<file path="src/rtl/alu_serdes_if.sv">
// Operand/result handshake bundle plus the serial ALU-side port group.
// The master side is the bus/ALU environment; the slave side is the serdes.
interface alu_serdes_if #(
    parameter int REG_BITS = 8,
    parameter int NSHIFT   = 2
);
    localparam int OPW = 2 * REG_BITS;

    logic              load_valid;
    logic              load_ready;
    logic [OPW-1:0]    load_data;
    logic              load_pair;
    logic              alu_op_valid;
    logic              alu_op_done;
    logic [NSHIFT-1:0] alu_data_in;
    logic [NSHIFT-1:0] alu_data_out;
    logic              result_valid;
    logic              result_ready;
    logic [OPW-1:0]    result_data;
    logic              sync_error;

    modport master (
        output load_valid, load_data, load_pair, alu_op_done, alu_data_out, result_ready,
        input  load_ready, alu_op_valid, alu_data_in, result_valid, result_data, sync_error
    );

    modport slave (
        input  load_valid, load_data, load_pair, alu_op_done, alu_data_out, result_ready,
        output load_ready, alu_op_valid, alu_data_in, result_valid, result_data, sync_error
    );
endinterface

</file>
<file path="src/rtl/alu_serdes.sv">
// Feeds a byte or register-pair operand to the serial ALU one chunk per
// cycle (LSB chunk first) and collects the returned chunks into a
// parallel result offered on a valid/ready port.
//
// state   | meaning
// --------+-----------------------------------------------------------
// S_EMPTY | idle, accepting an operand
// S_RUN   | ALU op_valid held; shifting src out and data_out into cap
// S_DONE  | result presented until the consumer takes it
module alu_serdes #(
    parameter int REG_BITS = 8,
    parameter int NSHIFT   = 2
) (
    input logic          clk,
    input logic          reset,
    alu_serdes_if.slave  bus
);
    localparam int OPW      = 2 * REG_BITS;
    localparam int NCHUNK   = OPW / NSHIFT;
    localparam int CNT_BITS = $clog2(NCHUNK);
    // Count value on the cycle the ALU should raise op_done.
    localparam logic [CNT_BITS-1:0] DONE_PAIR = CNT_BITS'(NCHUNK - 1);
    localparam logic [CNT_BITS-1:0] DONE_BYTE = CNT_BITS'(REG_BITS / NSHIFT - 1);

    typedef enum logic [1:0] {
        S_EMPTY = 2'd0,
        S_RUN   = 2'd1,
        S_DONE  = 2'd2
    } state_t;

    state_t              state_q, state_d;
    logic [OPW-1:0]      src_q;
    logic [OPW-1:0]      cap_q;
    logic [CNT_BITS-1:0] cnt_q;
    logic                pair_q;
    logic                sync_err_q;

    logic                load_ready_w;
    logic                load_hs_w;
    logic [OPW-1:0]      result_w;
    logic [NSHIFT-1:0]   data_in_w;

    // State register.
    always_ff @(posedge clk) begin
        if (reset) begin
            state_q <= S_EMPTY;
        end else begin
            state_q <= state_d;
        end
    end

    // Next-state: op_done alone ends RUN; DONE may hand straight over to a new RUN.
    always_comb begin
        state_d = state_q;
        unique case (state_q)
            S_EMPTY: if (bus.load_valid)   state_d = S_RUN;
            S_RUN:   if (bus.alu_op_done)  state_d = S_DONE;
            S_DONE:  if (bus.result_ready) state_d = bus.load_valid ? S_RUN : S_EMPTY;
            default: state_d = S_EMPTY;
        endcase
    end

    // Outputs decoded from state and registers; a byte result is right-aligned.
    always_comb begin
        load_ready_w = (state_q == S_EMPTY) || ((state_q == S_DONE) && bus.result_ready);
        data_in_w    = '0;
        result_w     = '0;
        if (state_q == S_RUN) begin
            data_in_w = src_q[NSHIFT-1:0];
        end
        if (state_q == S_DONE) begin
            result_w = pair_q ? cap_q : {{REG_BITS{1'b0}}, cap_q[OPW-1:REG_BITS]};
        end
    end

    assign load_hs_w        = bus.load_valid && load_ready_w;
    assign bus.load_ready   = load_ready_w;
    assign bus.alu_op_valid = (state_q == S_RUN);
    assign bus.alu_data_in  = data_in_w;
    assign bus.result_valid = (state_q == S_DONE);
    assign bus.result_data  = result_w;
    assign bus.sync_error   = sync_err_q;

    // Datapath: load operand, then shift out src and shift in ALU chunks each RUN cycle.
    always_ff @(posedge clk) begin
        if (reset) begin
            src_q      <= '0;
            cap_q      <= '0;
            cnt_q      <= '0;
            pair_q     <= 1'b0;
            sync_err_q <= 1'b0;
        end else if (load_hs_w) begin
            src_q  <= bus.load_pair ? bus.load_data
                                    : {{REG_BITS{1'b0}}, bus.load_data[REG_BITS-1:0]};
            pair_q <= bus.load_pair;
            cnt_q  <= '0;
            cap_q  <= '0;
        end else if (state_q == S_RUN) begin
            src_q <= src_q >> NSHIFT;
            cap_q <= {bus.alu_data_out, cap_q[OPW-1:NSHIFT]};
            cnt_q <= cnt_q + CNT_BITS'(1);
            if (bus.alu_op_done && (cnt_q != (pair_q ? DONE_PAIR : DONE_BYTE))) begin
                sync_err_q <= 1'b1;
            end
        end
    end
endmodule

</file>
<file path="src/flat_wrapper.sv">
// flat-port wrapper written by rule: the top's interface ports become plain ports
module alu_serdes_flat 
#(
    parameter int REG_BITS = 8,
    parameter int NSHIFT   = 2
)
  (clk, reset, bus_load_valid, bus_load_data, bus_load_pair, bus_alu_op_done, bus_alu_data_out, bus_result_ready, bus_load_ready, bus_alu_op_valid, bus_alu_data_in, bus_result_valid, bus_result_data, bus_sync_error);
  alu_serdes_if #(.REG_BITS(REG_BITS), .NSHIFT(NSHIFT)) bus_i ();
  input logic clk;
  input logic reset;
  input wire logic [$bits(bus_i.load_valid)-1:0] bus_load_valid;
  input wire logic [$bits(bus_i.load_data)-1:0] bus_load_data;
  input wire logic [$bits(bus_i.load_pair)-1:0] bus_load_pair;
  input wire logic [$bits(bus_i.alu_op_done)-1:0] bus_alu_op_done;
  input wire logic [$bits(bus_i.alu_data_out)-1:0] bus_alu_data_out;
  input wire logic [$bits(bus_i.result_ready)-1:0] bus_result_ready;
  output wire logic [$bits(bus_i.load_ready)-1:0] bus_load_ready;
  output wire logic [$bits(bus_i.alu_op_valid)-1:0] bus_alu_op_valid;
  output wire logic [$bits(bus_i.alu_data_in)-1:0] bus_alu_data_in;
  output wire logic [$bits(bus_i.result_valid)-1:0] bus_result_valid;
  output wire logic [$bits(bus_i.result_data)-1:0] bus_result_data;
  output wire logic [$bits(bus_i.sync_error)-1:0] bus_sync_error;
  assign bus_i.load_valid = bus_load_valid;
  assign bus_i.load_data = bus_load_data;
  assign bus_i.load_pair = bus_load_pair;
  assign bus_i.alu_op_done = bus_alu_op_done;
  assign bus_i.alu_data_out = bus_alu_data_out;
  assign bus_i.result_ready = bus_result_ready;
  assign bus_load_ready = bus_i.load_ready;
  assign bus_alu_op_valid = bus_i.alu_op_valid;
  assign bus_alu_data_in = bus_i.alu_data_in;
  assign bus_result_valid = bus_i.result_valid;
  assign bus_result_data = bus_i.result_data;
  assign bus_sync_error = bus_i.sync_error;
  alu_serdes #(.REG_BITS(REG_BITS), .NSHIFT(NSHIFT)) u_core (.clk(clk), .reset(reset), .bus(bus_i));
endmodule
</file>
<file path="config.mk">
export PLATFORM = sky130hd
export DESIGN_NAME = alu_serdes_flat
export DESIGN_NICKNAME = d
export VERILOG_FILES = /design/src/rtl/alu_serdes_if.sv /design/src/rtl/alu_serdes.sv /design/src/flat_wrapper.sv
export SDC_FILE = /design/constraint.sdc
export NUM_CORES = 1
export LEC_CHECK = 0
export CORE_MARGIN = 3
export CORE_UTILIZATION = 45
export DETAILED_ROUTE_END_ITERATION = 10
export MAX_ROUTING_LAYER = met4
export PLACE_DENSITY = 0.82
export SYNTH_ARGS = -nofsm -noshare
export SYNTH_HDL_FRONTEND = slang
export SYNTH_SLANG_ARGS = --single-unit
</file>
<file path="constraint.sdc">
create_clock -name clk -period 4.7 [get_ports clk]
set_clock_uncertainty 0.15 [all_clocks]
set_input_delay 1.41 -clock clk [delete_from_list [all_inputs] [get_ports clk]]
set_output_delay 1.41 -clock clk [all_outputs]
set_load 0.05 [all_outputs]
</file>
# Word-level counts from Yosys, hierarchy flattened
# Index checks and enable logic that the tools add are counted.
# op_classes
n_mux	12
eq_ne	6
n_addsub	1
bitwise_logic	1
reduce_logical	9
# ops
op	n
2-to-1 mux 16 bit	5
2-to-1 mux 2 bit	4
!= test 2 bit (second input constant)	3
one-hot mux 2 bit (3 select lines)	1
AND reduction 3 bit	2
adder 3 x 1 -> 3 bit (second input constant)	1
logical AND 1 bit	3
2-to-1 mux 3 bit	1
!= test 3 bit	1
== test 2 x 1 -> 1 bit (second input constant)	1
== test 2 bit (second input constant)	1
zero test 2 bit	1
nonzero test 2 bit	1
OR reduction 2 bit	1
logical OR 1 bit	1
2-to-1 mux 1 bit	1
inverter 1 bit	1
# word_totals
word_cells	35
ff_bits	39
inputBits	24
out_inout_bits	22

# Longest topological paths before layout
# Gate-level depths: netlist (run 1).
# depth
depth_word	6
mapped_depth	6
ltp_nobuf	4

# Least setup slack after synthesis (run 1)
# Ideal clock, no wire load.
# synth_path
kind	input port to output port
start	input port bus_result_ready
end	output port bus_load_ready
path_slack_ns	0.887
path_stages	3
path_buffers	1
t_arrival_ns	2.253
required_time_ns	3.140
path_cell_list	nor2b_4 -> buf_2 -> nor2_1
# synth_via
elab_chain_len	2
# synth_rtl
element	line_no	source
start: declaration	flat_wrapper.sv:16	input wire logic [$bits(bus_i.result_ready)-1:0] bus_result_ready;
logical AND 1 bit	alu_serdes.sv:65	load_ready_w = (state_q == S_EMPTY) || ((state_q == S_DONE) && bus.result_ready);
logical OR 1 bit	alu_serdes.sv:65	
end: declaration	flat_wrapper.sv:17	output wire logic [$bits(bus_i.load_ready)-1:0] bus_load_ready;
# No other way between the ends.

# Worst setup path after layout (run 1)
# Same ends and word-level chain as after synthesis.

==> results_tabular.tex, run 1 <==
\begin{tabular}{lr}
\hline
Metric & Value \\
\hline
\multicolumn{2}{l}{\textbf{Run status}} \\
Result of the run & finished clean \\
\multicolumn{2}{l}{\textbf{Placement}} \\
\# port buffers & 45 \\
Placed wire-length estimate after detailed placement & 2990 um \\
Place WS & 0.661 ns \\
Placed instance count & slightly above 300 \\
Global placement routability congestion & 0.821 \\
\multicolumn{2}{l}{\textbf{STA}} \\
Max transition margin & 50.4\% \\
Period utilisation layout & 86.0\% \\
Number of failing hold endpoints at the final stage & 0 \\
Final setup slack of the worst path & 0.660 ns \\
Final Critical Period & 4.04 ns \\
Final Max Slew Viols & 0 \\
Final total negative setup slack & 0 ns \\
Timing-limited maximum frequency & 248 MHz \\
Pin slew with the least headroom to its limit & between 0.7 and 0.8 ns \\
Total of endpoints with negative setup slack in the final report & 0 \\
RSZ-0062 raised after global routing & false \\
\multicolumn{2}{l}{\textbf{Routing}} \\
Count of vias placed by the detailed router & 1,662 \\
Number of DRC markers after the initial detailed-route iteration & 77 \\
Number of nets with antenna violations after detailed routing & 0 \\
Residual DRC & 0 \\
Final wirelength & 4240 um \\
Vias/cell & 5.33 \\
Drt wl/cell & 13.6 um \\
Length of the first detailed-routing pass in iterations & 4 \\
\multicolumn{2}{l}{\textbf{Floorplan}} \\
I/O pins & 46 \\
Count of standard-cell rows & 22 \\
Width of the die & approximately 70 um \\
Placeable core region & 0.00377 mm2 \\
Die height & 69.7 um \\
Initial core utilization & between 40\% and 50\% \\
Die area & a little under 0.005 mm2 \\
\multicolumn{2}{l}{\textbf{Synth}} \\
Syn Area/Cell & 8.10 um2 \\
Count of synthesis-stage warnings from yosys & 0 \\
Net count after synthesis & 250 \\
Fraction of the yosys area taken by sequential cells & 42.8\% \\
Synthesized instance count & 225 \\
Number of distinct library cell variants in the gate-level netlist after synthesis & 37 \\
Flip-flop and latch count after synthesis & 39 \\
Summed instance area of the synthesized netlist & 0.00182 mm2 \\
\multicolumn{2}{l}{\textbf{Setup path}} \\
Depth of the worst register-to-register path & 4 \\
Worst Path Arrival & 2.48 ns \\
CP endpoint kind & output port \\
Required time reported for the critical path endpoint & 3.14 ns \\
Startpoint of the most critical register-to-register path & u\_core.state\_q[1] \\
Crit path capture & bus\_load\_ready \\
Maximum fanout encountered on the critical timing path & 14 \\
Flop2flop setup slack & 3.05 ns \\
CP Launch Type & input pin \\
Crit Path Category & input pin to output port \\
Endpoint of the worst-slack reg-to-reg timing path & u\_core.src\_q[8] \\
Launching instance or port of the critical path & bus\_result\_ready \\
\multicolumn{2}{l}{\textbf{Min path}} \\
Min-Delay Path Class & flip-flop to flip-flop \\
\multicolumn{2}{l}{\textbf{Clocking}} \\
CTS buffer count & 5 \\
CTS clk-pin slew, worst paths & 0.07 ns \\
CTS H-tree depth & 2 \\
Sink count of the clock tree & 39 \\
Root Driver & clkbuf\_8 \\
Number of post-CTS setup repair buffers & 0 \\
Number of instances resized during post-cts repair & 0 \\
Clock latency reported for the late side of the worst-skew pair & 0.30 ns \\
Number of buffers inserted by hold repair at cts & 0 \\
TritonCTS clock tree & built \\
Buffers from clock root to sink, at most & 2 \\
\multicolumn{2}{l}{\textbf{Final layout}} \\
Proportion of layout cells with a drive suffix above 1 & 6.44\% \\
Count of fill cells added during filler insertion & 334 \\
Final core utilization & between 60\% and 70\% \\
Multi-input gate area & 911 um2 \\
Layout overhead on the synthesized area & 28.7\% \\
Area used by sequential logic in the layout & 781 um2 \\
Final \#Nets & 288 \\
Final non-filler cell total & 312 \\
Antenna Diode Count & 0 \\
\multicolumn{2}{l}{\textbf{Pwr}} \\
Worst vdd ir & 0.000168 V \\
Power per unit of standard cell area & slightly above 300 mW/mm2 \\
Static Leakage & between 0.8 and 0.9 nW \\
\multicolumn{2}{l}{\textbf{Job}} \\
Count of max-cap constraint violations & 0 \\
\multicolumn{2}{l}{\textbf{GRT}} \\
Wire length of the first global-routing pass & 6940 um \\
Via count of the first global-routing pass & between 1,500 and 2,000 \\
Largest net degree at the start of global routing & 34 \\
Number of antenna violations at the first check in global routing & 0 \\
Total track usage & 18.4\% \\
Final global-route overflow total & 0 \\
\hline
\end{tabular}
-- critical path: stages --
cell	delay, ns
clkdlybuf4s50_1	0.48
nor2b_4	0.32
nor2_1	0.07
buf_4	0.19
-- layer usage --
| metal | vias to the layer above | share of wire [%] | GRT usage [%] |
|---|---|---|---|
| met4 | 0 | 2.1 | 8.09 |
| met5 | - | 0 | - |
| met1 | 775 | 44 | 21.6 |
| met2 | 31 | 50 | 29.3 |
| met3 | 10 | 3.8 | 5.22 |
| li1 | 846 | - | - |
-- layout by cell type (no fill, tap or decap), types with 7 or more instances in the layout --
master            n
nor2_1           13
dfxtp_1          39
clkdlybuf4s50_1  44
inv_1             7
nand2_1          56
nor3_1            9
mux2i_1           8
and3_1            8
o21ai_0           7
a21oi_1          22
clkbuf_8          7
-- synth_stat cells --
master     instances  area, um2
and2_1             2       12.5
o21ai_2            1       8.76
nand2b_1           5       31.3
clkinv_4           1       8.76
nand2_2            1       6.26
dfxtp_1           39        781
ha_1               1       12.5
a311oi_2           2       30.0
inv_1              7       26.3
inv_2              1       3.75
a2bb2oi_1          1       8.76
o211ai_1           2       15.0
clkbuf_1           2       7.51
o21ai_0            7       35.0
nand3b_1           1       7.51
nor3b_1            1       7.51
buf_2              8       40.0
a311oi_1           6       52.6
and3_1             8       50.1
buf_1              1       3.75
buf_6              1       11.3
buf_4              2       15.0
nor3_1             9       45.0
nand2_1           56        210
mux2i_1            8       80.1
nand4_1            2       12.5
nand2b_4           1       13.8
nor2b_1            1       6.26
o2bb2ai_1          1       8.76
a21oi_1           22        110
xnor2_1            1       8.76
a221oi_1           6       52.6
nor2_1            13       48.8
nand3_1            1       5.00
xor2_1             2       17.5
nor2b_4            1       13.8
buf_8              1       15.0
-- cell families (layout without fill, tap and decap cells) --
logic type	after synthesis	after routing	share of synthesized area [%]
buffers and inverters	24	63	7.21
DFF	39	39	42.8
AOI/OAI and AO/OA	48	48	17.6
adders and majority gates	1	1	0.686
muxes	8	8	4.39
and+or+nand+nor	102	102	25.8
xor gates and xnor gates	3	3	1.44
-- state kept, by name (all words and copies together) (netlist names) --
signal,cells
u_core.bus.sync_error,1
u_core.cap_q,16
u_core.cnt_q,3
u_core.pair_q,1
u_core.src_q,16
u_core.state_q,2
-- power breakdown --
group          internal (W)  leakage [nW]  switching [W]
Sequential         0.000346         0.318      0.0000127
Combinational     0.0000444         0.446      0.0000604
Clock              0.000134        0.0515       0.000113
-- worst min-delay path by stage --
stage | start | end | slack [ns] | cells past startpoint
after floorplan | u_core.cap_q[0] | u_core.cap_q[0] | 0.29 | 2
after global placement | u_core.src_q[12] | u_core.src_q[12] | 0.30 | 2
after detailed placement | u_core.cap_q[0] | u_core.cap_q[0] | 0.30 | 2
after CTS | u_core.cap_q[0] | u_core.cap_q[0] | 0.31 | 2
after global routing | u_core.cnt_q[1] | u_core.cnt_q[1] | 0.34 | 2
final | u_core.cnt_q[1] | u_core.cnt_q[1] | 0.31 | 2
-- final cells by class --
class | instances | area share (%)
multi-input combinational | 162 | 38.8
inverter | 9 | 1.65
clock buffer | 8 | 4.27
timing repair buffer | 46 | 19.4
sequential | 39 | 33.3
tap | 48 | 2.56
-- stage by stage --
step | total power (W) | hold slack [ns] | cell area (um2)
after global placement | 0.000470 | 0.296 | 2250
after CTS | 0.000715 | 0.312 | 2350
after detailed placement | 0.000471 | 0.302 | 2250
after floorplan | 0.000436 | 0.286 | 1820
final | 0.000711 | 0.312 | 2350
after global routing | 0.000739 | 0.340 | 2350
(Power assumes the default switching activity.)
==> run 2: changes to the inputs <==
CORE_UTILIZATION = 44   (was 45)
PLACE_DENSITY = 0.84   (was 0.82)
clock period = 3.35 ns   (was 4.7 ns; I/O delays follow)
==> run 2 against run 1 <==
Net effect: via count rose by 1.6%; combinational power rose by 51%; total power rose by 56%; final cell count rose by 1.6%; hold slack barely moved; wire length rose by 2.8%; first-iteration DRC count rose by 60%; largest power group unchanged; highest routed layer unchanged.
==> results_tabular.tex, run 2 (synthesis gave the netlist of run 1 again) <==
\begin{tabular}{lr}
\hline
Metric & Value \\
\hline
\multicolumn{2}{l}{\textbf{Run status}} \\
Result of the run & finished clean (unchanged) \\
\multicolumn{2}{l}{\textbf{Routing}} \\
Number of DRC markers after the initial detailed-route iteration & 123 (was 77) \\
Count of vias placed by the detailed router & 1,688 (was 1,662) \\
Number of nets with antenna violations after detailed routing & 0 (unchanged) \\
Vias/cell & 5.32 (was 5.33) \\
Drt wl/cell & 13.8 um (was 13.6 um) \\
Length of the first detailed-routing pass in iterations & 4 (unchanged) \\
Final wirelength & 4360 um (was 4240 um) \\
Residual DRC & 0 (unchanged) \\
\multicolumn{2}{l}{\textbf{Final layout}} \\
Layout overhead on the synthesized area & 32.7\% (was 28.7\%) \\
Count of fill cells added during filler insertion & 322 (was 334) \\
Top library cells by usage in the layout, fill and taps aside & nand2\_1 (56), clkdlybuf4s50\_1 (40), dfxtp\_1 (39) (was nand2\_1 (56), clkdlybuf4s50\_1 (44), dfxtp\_1 (39)) \\
Antenna Diode Count & 0 (unchanged) \\
Multi-input gate area & 911 um2 (unchanged) \\
Final core utilization & 63.2\% (was 62.2\%) \\
Most common cell after layout, fill and taps aside & nand2\_1 (unchanged) \\
Area used by sequential logic in the layout & 781 um2 (unchanged) \\
Final \#Nets & 293 (was 288) \\
Proportion of layout cells with a drive suffix above 1 & 9.67\% (was 6.44\%) \\
Largest registers & u\_core.cap\_q: 16 flops, u\_core.src\_q: 16 flops, u\_core.cnt\_q: 3 flops (unchanged) \\
\multicolumn{2}{l}{\textbf{STA}} \\
Period utilisation layout & 93.9\% \\
RSZ-0062 raised after global routing & false (unchanged) \\
Final Max Slew Viols & 0 (unchanged) \\
Number of failing hold endpoints at the final stage & 0 (unchanged) \\
Total of endpoints with negative setup slack in the final report & 0 (unchanged) \\
Pin slew with the least headroom to its limit & 0.523 ns (was 0.743 ns) \\
Final total negative setup slack & 0 ns (unchanged) \\
Worst hold-check slack & 0.312 ns (about the same) \\
Final Critical Period & roughly 3.1 ns \\
Max transition margin & 65.0\% (was 50.4\%) \\
Timing-limited maximum frequency & 318 MHz \\
\multicolumn{2}{l}{\textbf{Setup path}} \\
Crit. path cell count & 4 (unchanged) \\
Startpoint of the most critical register-to-register path & u\_core.state\_q[1] (unchanged) \\
Endpoint of the worst-slack reg-to-reg timing path & u\_core.src\_q[4] (was u\_core.src\_q[8]) \\
CP Launch Type & flip-flop (was input pin) \\
Maximum fanout encountered on the critical timing path & 9 (was 14) \\
Number of buffers and inverters on the critical path & 2 (unchanged) \\
Worst stage delay on the critical path & 0.81 ns (was 0.48 ns) \\
Worst Path Arrival & 1.99 ns (was 2.48 ns) \\
Required time reported for the critical path endpoint & 2.19 ns (was 3.14 ns) \\
Worst-path cell chain & nand2b\_1, inv\_2, and3\_1, clkdlybuf4s50\_1 (was clkdlybuf4s50\_1, nor2b\_4, nor2\_1, buf\_4) \\
Cell family with most CP delay & buffers and inverters (unchanged) \\
Slowest cell on crit path & clkdlybuf4s50\_1 (unchanged) \\
Flop2flop setup slack & 1.72 ns (was 3.05 ns) \\
Crit Path Category & flip-flop to output port (was input pin to output port) \\
Depth of the worst register-to-register path & 4 (unchanged) \\
CP endpoint kind & output port (unchanged) \\
\multicolumn{2}{l}{\textbf{Min path}} \\
Depth of the worst hold-timing path & 2 (unchanged) \\
Min-Delay Path Class & flip-flop to flip-flop (unchanged) \\
Endpoint of the worst hold path & u\_core.cap\_q[1] (was u\_core.cnt\_q[1]) \\
Beginning of the worst hold path & u\_core.cap\_q[1] (was u\_core.cnt\_q[1]) \\
\multicolumn{2}{l}{\textbf{Clocking}} \\
Buffers from clock root to sink, at most & 2 (unchanged) \\
CTS clk-pin slew, worst paths & 0.07 ns (about the same) \\
CTS H-tree depth & 2 (unchanged) \\
TritonCTS clock tree & built (unchanged) \\
Number of instances resized during post-cts repair & 0 (unchanged) \\
Root Driver & clkbuf\_8 (unchanged) \\
Number of buffers inserted by hold repair at cts & 0 (unchanged) \\
Sink count of the clock tree & 39 (unchanged) \\
Number of post-CTS setup repair buffers & 0 (unchanged) \\
CTS buffer count & 5 (unchanged) \\
Clock latency reported for the late side of the worst-skew pair & 0.29 ns (was 0.30 ns) \\
\multicolumn{2}{l}{\textbf{Pwr}} \\
Cell internal power dissipation & 0.000851 W (was 0.000525 W) \\
Power per unit of standard cell area & 460 mW/mm2 (was 303 mW/mm2) \\
Reg power frac & 45.0\% (was 50.5\%) \\
Proportion of total power due to net switching & 23.4\% (was 26.2\%) \\
Total design power & 0.00111 W (was 0.000711 W) \\
Static Leakage & 0.867 nW (was 0.816 nW) \\
Combinational share of power & 14.3\% (was 14.7\%) \\
Clock share of power & 40.8\% (was 34.8\%) \\
P\_sw & 0.000260 W (was 0.000186 W) \\
Worst vdd ir & 0.000486 V (was 0.000168 V) \\
\multicolumn{2}{l}{\textbf{Job}} \\
Count of max-cap constraint violations & 0 (unchanged) \\
\multicolumn{2}{l}{\textbf{Floorplan}} \\
Die area & 0.00495 mm2 (was 0.00485 mm2) \\
Initial core utilization & 47.6\% (was 48.3\%) \\
Placeable core region & 0.00383 mm2 (was 0.00377 mm2) \\
Count of standard-cell rows & 22 (unchanged) \\
Width of the die & 70.4 um (was 69.7 um) \\
Die height & 70.4 um (was 69.7 um) \\
I/O pins & 46 (unchanged) \\
\multicolumn{2}{l}{\textbf{GRT}} \\
Total track usage & 18.3\% (was 18.4\%) \\
Largest net degree at the start of global routing & 34 (unchanged) \\
Via count of the first global-routing pass & 1,531 (was 1,517) \\
Number of antenna violations at the first check in global routing & 0 (unchanged) \\
Wire length of the first global-routing pass & 7200 um (was 6940 um) \\
Final global-route overflow total & 0 (unchanged) \\
\multicolumn{2}{l}{\textbf{Placement}} \\
\# port buffers & 45 (unchanged) \\
Global placement routability congestion & 0.793 (was 0.821) \\
Placed wire-length estimate after detailed placement & 3040 um (was 2990 um) \\
\hline
\end{tabular}
[run 2: layout make-up]
cell class	count	area share, %
inverter	9	1.60
timing repair buffer	51	20.5
clock buffer	6	3.00
sequential	39	32.3
multi-input combinational	162	37.7
clock inverter	2	2.48
tap	48	2.48
[run 2: worst register-to-register path: stages (launching register included)]
cell      delay, ns
dfxtp_1        0.43
nand2b_1       0.21
buf_4          0.35
nand2_1        0.10
a311oi_1       0.29
[run 2: worst max-delay path by stage]
stage	slack, ns	end	start
6_report	0.20	bus_result_data[15]	u_core.state_q[0]
5_1_grt	0.09	bus_result_data[6]	u_core.state_q[0]
4_1_cts	0.20	bus_result_data[7]	u_core.state_q[0]
3_5_place_dp	0.22	bus_load_ready	bus_result_ready
3_3_place_gp	0.22	bus_load_ready	bus_result_ready
2_1_floorplan	0.35	bus_load_ready	bus_result_ready
[run 2: power by group through the flow]
| stage | logic [W] | clock network, W | registers, W |
|---|---|---|---|
| final | 0.000159 | 0.000453 | 0.000500 |
| after global routing | 0.000173 | 0.000479 | 0.000502 |
| after CTS | 0.000159 | 0.000463 | 0.000499 |
| after detailed placement | 0.000158 | 0 | 0.000510 |
| after global placement | 0.000155 | 0 | 0.000509 |
| after floorplan | 0.000104 | 0 | 0.000508 |
[run 2: metrics by stage]
stage | worst slack (ns) | area (um2) | std cells
2_1_floorplan | 0.347 | 1820 | 225
3_5_place_dp | 0.219 | 2290 | 309
5_1_grt | 0.0943 | 2420 | 317
3_3_place_gp | 0.221 | 2290 | 309
6_report | 0.204 | 2420 | 317
4_1_cts | 0.197 | 2420 | 317
[run 2: per-layer routing]
metal / track usage (%) / up-vias / routed length (um)
met5: - / - / 0
met4: 6.17 / 0 / 43
met3: 3.88 / 4 / 125
met2: 30.1 / 31 / 2140
met1: 22.0 / 794 / 2050
li1: - / 859 / -
==> run 3: changes to the inputs <==
ABC_AREA = 0   (was not set)
PLACE_DENSITY = 0.77   (was 0.84)
==> run 3 against run 2 <==
Net effect: clock power decreased by 12%; largest power group unchanged; die area unchanged; largest cell class unchanged; sequential power about the same; fmax decreased by 2.7%; critical path depth unchanged.
==> results_tabular.tex, run 3 (synthesis gave the netlist of run 1 again) <==
\begin{tabular}{lr}
\hline
Metric & Value \\
\hline
\multicolumn{2}{l}{\textbf{Pwr}} \\
Power per unit of standard cell area & 440 mW/mm2 (was 460 mW/mm2) \\
Static Leakage & 0.897 nW (was 0.867 nW) \\
Worst vdd ir & 0.000256 V (was 0.000486 V) \\
\multicolumn{2}{l}{\textbf{Setup path}} \\
Slowest cell on crit path & clkdlybuf4s50\_1 (unchanged) \\
Maximum fanout encountered on the critical timing path & 10 (was 9) \\
CP Launch Type & flip-flop (unchanged) \\
CP endpoint kind & output port (unchanged) \\
Worst Path Arrival & 2.08 ns (was 1.99 ns) \\
Crit Path Category & flip-flop to output port (unchanged) \\
Worst-path cell chain & nand2b\_2, inv\_2, and3\_1, clkdlybuf4s50\_1 (was nand2b\_1, inv\_2, and3\_1, clkdlybuf4s50\_1) \\
Worst stage delay on the critical path & 0.80 ns (was 0.81 ns) \\
Required time reported for the critical path endpoint & 2.19 ns (about the same) \\
\multicolumn{2}{l}{\textbf{Routing}} \\
Residual DRC & 0 (unchanged) \\
Vias/cell & 5.39 (was 5.32) \\
Number of DRC markers after the initial detailed-route iteration & 99 (was 123) \\
Length of the first detailed-routing pass in iterations & 4 (unchanged) \\
Number of nets with antenna violations after detailed routing & 0 (unchanged) \\
Count of vias placed by the detailed router & 1,703 (was 1,688) \\
Drt wl/cell & 13.8 um (about the same) \\
Final wirelength & 4370 um (was 4360 um) \\
\multicolumn{2}{l}{\textbf{STA}} \\
Final Max Slew Viols & 0 (unchanged) \\
Final total negative setup slack & 0 ns (unchanged) \\
Total of endpoints with negative setup slack in the final report & 0 (unchanged) \\
Period utilisation layout & 96.5\% (was 93.9\%) \\
Number of failing hold endpoints at the final stage & 0 (unchanged) \\
Timing-limited maximum frequency & 309 MHz (was 318 MHz) \\
RSZ-0062 raised after global routing & false (unchanged) \\
Max transition margin & 65.1\% (was 65.0\%) \\
Final Critical Period & 3.23 ns (was 3.15 ns) \\
Pin slew with the least headroom to its limit & 0.523 ns (about the same) \\
\multicolumn{2}{l}{\textbf{Floorplan}} \\
Count of standard-cell rows & 22 (unchanged) \\
Placeable core region & 0.00383 mm2 (unchanged) \\
Die height & 70.4 um (unchanged) \\
I/O pins & 46 (unchanged) \\
Initial core utilization & 47.6\% (unchanged) \\
Die area & 0.00495 mm2 (unchanged) \\
Width of the die & 70.4 um (unchanged) \\
\multicolumn{2}{l}{\textbf{Clocking}} \\
Number of buffers inserted by hold repair at cts & 0 (unchanged) \\
CTS clk-pin slew, worst paths & 0.07 ns (about the same) \\
CTS buffer count & 5 (unchanged) \\
Sink count of the clock tree & 39 (unchanged) \\
Buffers from clock root to sink, at most & 2 (unchanged) \\
TritonCTS clock tree & built (unchanged) \\
Clock latency reported for the late side of the worst-skew pair & 0.29 ns (about the same) \\
Root Driver & clkbuf\_8 (unchanged) \\
Number of post-CTS setup repair buffers & 0 (unchanged) \\
Number of instances resized during post-cts repair & 0 (unchanged) \\
CTS H-tree depth & 2 (unchanged) \\
\multicolumn{2}{l}{\textbf{GRT}} \\
Via count of the first global-routing pass & 1,579 (was 1,531) \\
Global-route met1 utilization & 24.3\% (was 22.0\%) \\
Final global-route overflow total & 0 (unchanged) \\
Wire length of the first global-routing pass & 7450 um (was 7200 um) \\
Total track usage & 19.1\% (was 18.3\%) \\
Grt peak-use layer & met2 (unchanged) \\
GR met2 Demand/Resource & 29.7\% (was 30.1\%) \\
Largest net degree at the start of global routing & 34 (unchanged) \\
GR Util met3 & 4.17\% (was 3.88\%) \\
Number of antenna violations at the first check in global routing & 0 (unchanged) \\
\multicolumn{2}{l}{\textbf{Placement}} \\
Global placement routability congestion & 0.807 (was 0.793) \\
Placed wire-length estimate after detailed placement & 2980 um (was 3040 um) \\
Standard cell area after detailed placement & 0.00228 mm2 (was 0.00229 mm2) \\
\# port buffers & 45 (unchanged) \\
\multicolumn{2}{l}{\textbf{Final layout}} \\
Final \#Nets & 292 (was 293) \\
Proportion of layout cells with a drive suffix above 1 & 10.1\% (was 9.67\%) \\
Largest registers & u\_core.cap\_q: 16 flops, u\_core.src\_q: 16 flops, u\_core.cnt\_q: 3 flops (unchanged) \\
Most common cell after layout, fill and taps aside & nand2\_1 (unchanged) \\
Layout overhead on the synthesized area & 31.8\% (was 32.7\%) \\
Top library cells by usage in the layout, fill and taps aside & nand2\_1 (56), dfxtp\_1 (39), clkdlybuf4s50\_1 (38) (was nand2\_1 (56), clkdlybuf4s50\_1 (40), dfxtp\_1 (39)) \\
Antenna Diode Count & 0 (unchanged) \\
Post-route cell area & 0.00240 mm2 (was 0.00242 mm2) \\
\multicolumn{2}{l}{\textbf{Run status}} \\
Result of the run & finished clean (unchanged) \\
\multicolumn{2}{l}{\textbf{Job}} \\
Count of max-cap constraint violations & 0 (unchanged) \\
\multicolumn{2}{l}{\textbf{Min path}} \\
Min-Delay Path Class & flip-flop to flip-flop (unchanged) \\
\hline
\end{tabular}
==> run 3: critical path, delay by kind of cell (launching register included) <==
| kind | cells | cell delay, ns |
|---|---|---|
| buffers and inverters | 2 | 0.95 |
| and+or+nand+nor | 2 | 0.47 |
| DFF | 1 | 0.37 |
==> run 3: final cells by class <==
cell class              instances  area, um2
fillers                       360       1420
inverters                       9       38.8
flip-flops and latches         39        781
clock inverters                 2       35.0
clock buffers                   6       82.6
multi-input cells             162        913
repair buffers                 50        493
well taps                      48       60.1
==> run 3: metal layers <==
layer	part of all wire, %	up-vias
met5	0	-
met2	49	51
met1	45	789
met4	1.8	0
met3	4.6	10
li1	-	853
==> run 3: metrics by stage <==
| step | instances | setup WS (ns) | power [W] | hold slack, ns | utilization, % |
|---|---|---|---|---|---|
| final | 316 | 0.118 | 0.00106 | 0.310 | 62.8 |
| after global routing | 316 | 0.0126 | 0.00111 | 0.327 | 62.8 |
| after CTS | 316 | 0.00138 | 0.00106 | 0.309 | 62.6 |
| after detailed placement | 308 | 0.227 | 0.000667 | 0.299 | 59.5 |
| after global placement | 308 | 0.232 | 0.000665 | 0.295 | 59.5 |
| after floorplan | 225 | 0.347 | 0.000612 | 0.286 | - |
==> run 3: worst paths after layout <==
check | from | endpoint | slack [ns] | depth (start not counted)
max | u_core.state_q[0] | bus_result_data[13] | 0.12 | 4
min | u_core.cap_q[1] | u_core.cap_q[1] | 0.31 | 2
max reg2reg | u_core.state_q[1] | u_core.src_q[3] | 1.72 | 4
min reg2reg | u_core.cap_q[1] | u_core.cap_q[1] | 0.31 | 2
==> run 3: where the power goes <==
| group | internal, W | leakage [nW] | switching [W] |
|---|---|---|---|
| Combinational | 0.0000674 | 0.517 | 0.0000905 |
| Sequential | 0.000486 | 0.318 | 0.0000144 |
| Clock | 0.000241 | 0.0612 | 0.000159 |
| Total | 0.000794 | 0.897 | 0.000264 |
==> edit: new RTL, flow settings as in run 2 <==
Re-encode `state_t` (3 states) as one-hot, 3 bits wide.
--- a/src/rtl/alu_serdes.sv
+++ b/src/rtl/alu_serdes.sv
@@ -22,10 +22,10 @@
     localparam logic [CNT_BITS-1:0] DONE_PAIR = CNT_BITS'(NCHUNK - 1);
     localparam logic [CNT_BITS-1:0] DONE_BYTE = CNT_BITS'(REG_BITS / NSHIFT - 1);
 
-    typedef enum logic [1:0] {
-        S_EMPTY = 2'd0,
-        S_RUN   = 2'd1,
-        S_DONE  = 2'd2
+    typedef enum logic [2:0] {
+        S_EMPTY = 3'b001,
+        S_RUN   = 3'b010,
+        S_DONE  = 3'b100
     } state_t;
 
     state_t              state_q, state_d;
Check against the original RTL: no difference found for any inputs over 10 cycles, from zero or initial values and one cycle with reset high; not proved beyond that.
==> edit against run 2 <==
  * Critical path depth down 1
  * Sequential cell count up 1
  * Setup slack worse by 97 ps
  * Design area down 1.8%
  * Routed wire length down 9.9%
  * Register-to-register slack worse by 30 ps
  * Power down 15%
  * First-iteration DRC count up 32%
  * Non-clock buffer count unchanged
  * Count of clock-buffer cells in the layout up 2
  * Synthesized area up 2.3%
==> edit: results (changes against run 2) <==
[cts]
cts-hold-fix-buffers = 0  ; unchanged
postCtsSetupBuffers = 0  ; unchanged
htree_levels = 2  ; unchanged
cts-buffers-inserted = 5  ; unchanged
clockBufferDepth = 2  ; unchanged
clk-insertion-delay-late_ps = 290  ; about the same
cts_resized = 0  ; unchanged

[grt]
grt_max_degree = 38  ; +12%
grt_pass1_vias = 1486  ; -2.9%
met2_usage = 0.2636  ; -0.03781
use_met3 = 0.03551  ; -0.003338
grtUsageTotal = 0.1713  ; -0.01146
grt_pass1_wl_um = 6817  ; -5.4%
use_met1 = 0.2164  ; -0.003938

[logic_synthesis]
synth_xor_area_frac = 0.01409  ; -0.0003192
synth_adder_area_share = 0.006711  ; -0.0001520
synthMuxAreaShare = 0.04295  ; -0.0009729
synth-seq-area-share = 0.4295  ; +0.001253
synth-compound-area-share = 0.1993  ; +0.02294
synth.distinct_cells = 33  ; -11%
async_flop_share = 0  ; unchanged
synth_area_leaders = dfxtp_1 (43%), nand2_1 (7.7%), a21oi_1 (7.5%), nand3_1 (4.8%), mux2i_1 (4.3%)
ys_top_cells_by_count = dfxtp_1 (40), nand2_1 (38), a21oi_1 (28)
syn-num-nets = 245  ; -2.0%
yosysWarningCount = 0  ; unchanged

[final_layout]
reg_top3 = u_core.cap_q: 16 flops, u_core.src_q: 16 flops
fin_nets = 286  ; -2.4%
drive_gt1_frac = 0.1489  ; +0.05220
fillCellCount = 369  ; +15%

[sta]
tightest_slew_ps = 500.0  ; -22.88 ps
finalHoldViolations = 0  ; unchanged
worst_slack_ps = 106.9  ; -97.18 ps

[placement]
preCtsSetupSlack_ps = 141.8  ; -76.83 ps
globalplace.congestion = 0.7347  ; -7.4%
io_buffer_count = 45  ; unchanged
dpl_cell_area_sq_um = 2277  ; -0.38%
hpwl_um = 2739  ; -9.8%

[pwr]
peakVddDrop_uv = 228.7  ; -53%
power_switching_uw = 225.4  ; -13%
combinationalPowerShare = 0.127  ; -0.016
total_power_uw = 939.7  ; -15%
pwr-share-clk = 0.342  ; -0.066
leakage_nw = 0.8862  ; +2.2%

[setup_path]
cp.arrival_ps = 2090  ; +100 ps
worst-r2r-setup-slack_ps = 1690  ; -30 ps
crit_family = buffers and inverters
crit_path_top_delay_cell = clkdlybuf4s50_1
max_stage_delay_ps = 820

[routing]
drtIter0Drc = 162  ; +32%
firstDrtPassIters = 4  ; unchanged
wl_um = 3929  ; -9.9%
vias = 1713  ; +1.5%

[status]
status = completed

[min_path]
hold_path_class = reg -> reg

==> edit: cell types whose count changed after synthesis, moves of 6 or more <==
cell / change
a21oi_1: +6
a21oi_2: +9
a221oi_1: -6
a22oi_1: +9
a311oi_1: -6
a32oi_1: +6
buf_2: -7
buf_6: +6
nand2_1: -18
nand3_1: +17
nor3_1: -8
o21ai_0: -7
==> edit: worst paths after layout <==
| kind | start | endpoint | cells past startpoint |
|---|---|---|---|
| setup / recovery | u_core.state_q[0] | bus_result_data[5] | 3 |
| hold / removal | u_core.cap_q[0] | u_core.cap_q[0] | 2 |
| setup reg to reg | u_core.state_q[1] | u_core.cnt_q[2] | 6 |
| hold reg to reg | u_core.cap_q[0] | u_core.cap_q[0] | 2 |
==> edit: worst reg2reg max path: stages, from the launching register on <==
cell and delay (ps):
dfxtp_1 410, inv_2 60, or3_1 370, clkinv_4 230, nand2_1 120, xor2_1 170
nor2_2 40
==> edit: stage by stage <==
stage / hold WS [ps] / util / instances
after floorplan: 283.8 / - / 220
after global placement: 293.6 / 0.5612 / 304
after detailed placement: 300.4 / 0.5612 / 304
after CTS: 310.2 / 0.5834 / 312
after global routing: 333.5 / 0.5853 / 312
final: 309.3 / 0.5853 / 312
==> edit: per-layer routing <==
layer | vias up | wire (um)
li1 | 851 | -
met1 | 790 | 1736
met2 | 65 | 1843
met3 | 7 | 274
met4 | 0 | 74
met5 | - | 0
==> edit: layout make-up <==
type	instances	area (sq um)	share of cell area
Tap cell	50	62.56	0.02634
Timing Repair Buffer	51	483.0	0.2034
Multi-Input combinational cell	159	918.4	0.3867
Inverter	4	20.02	0.008430
Sequential cell	40	800.8	0.3372
Clock buffer	8	90.09	0.03793
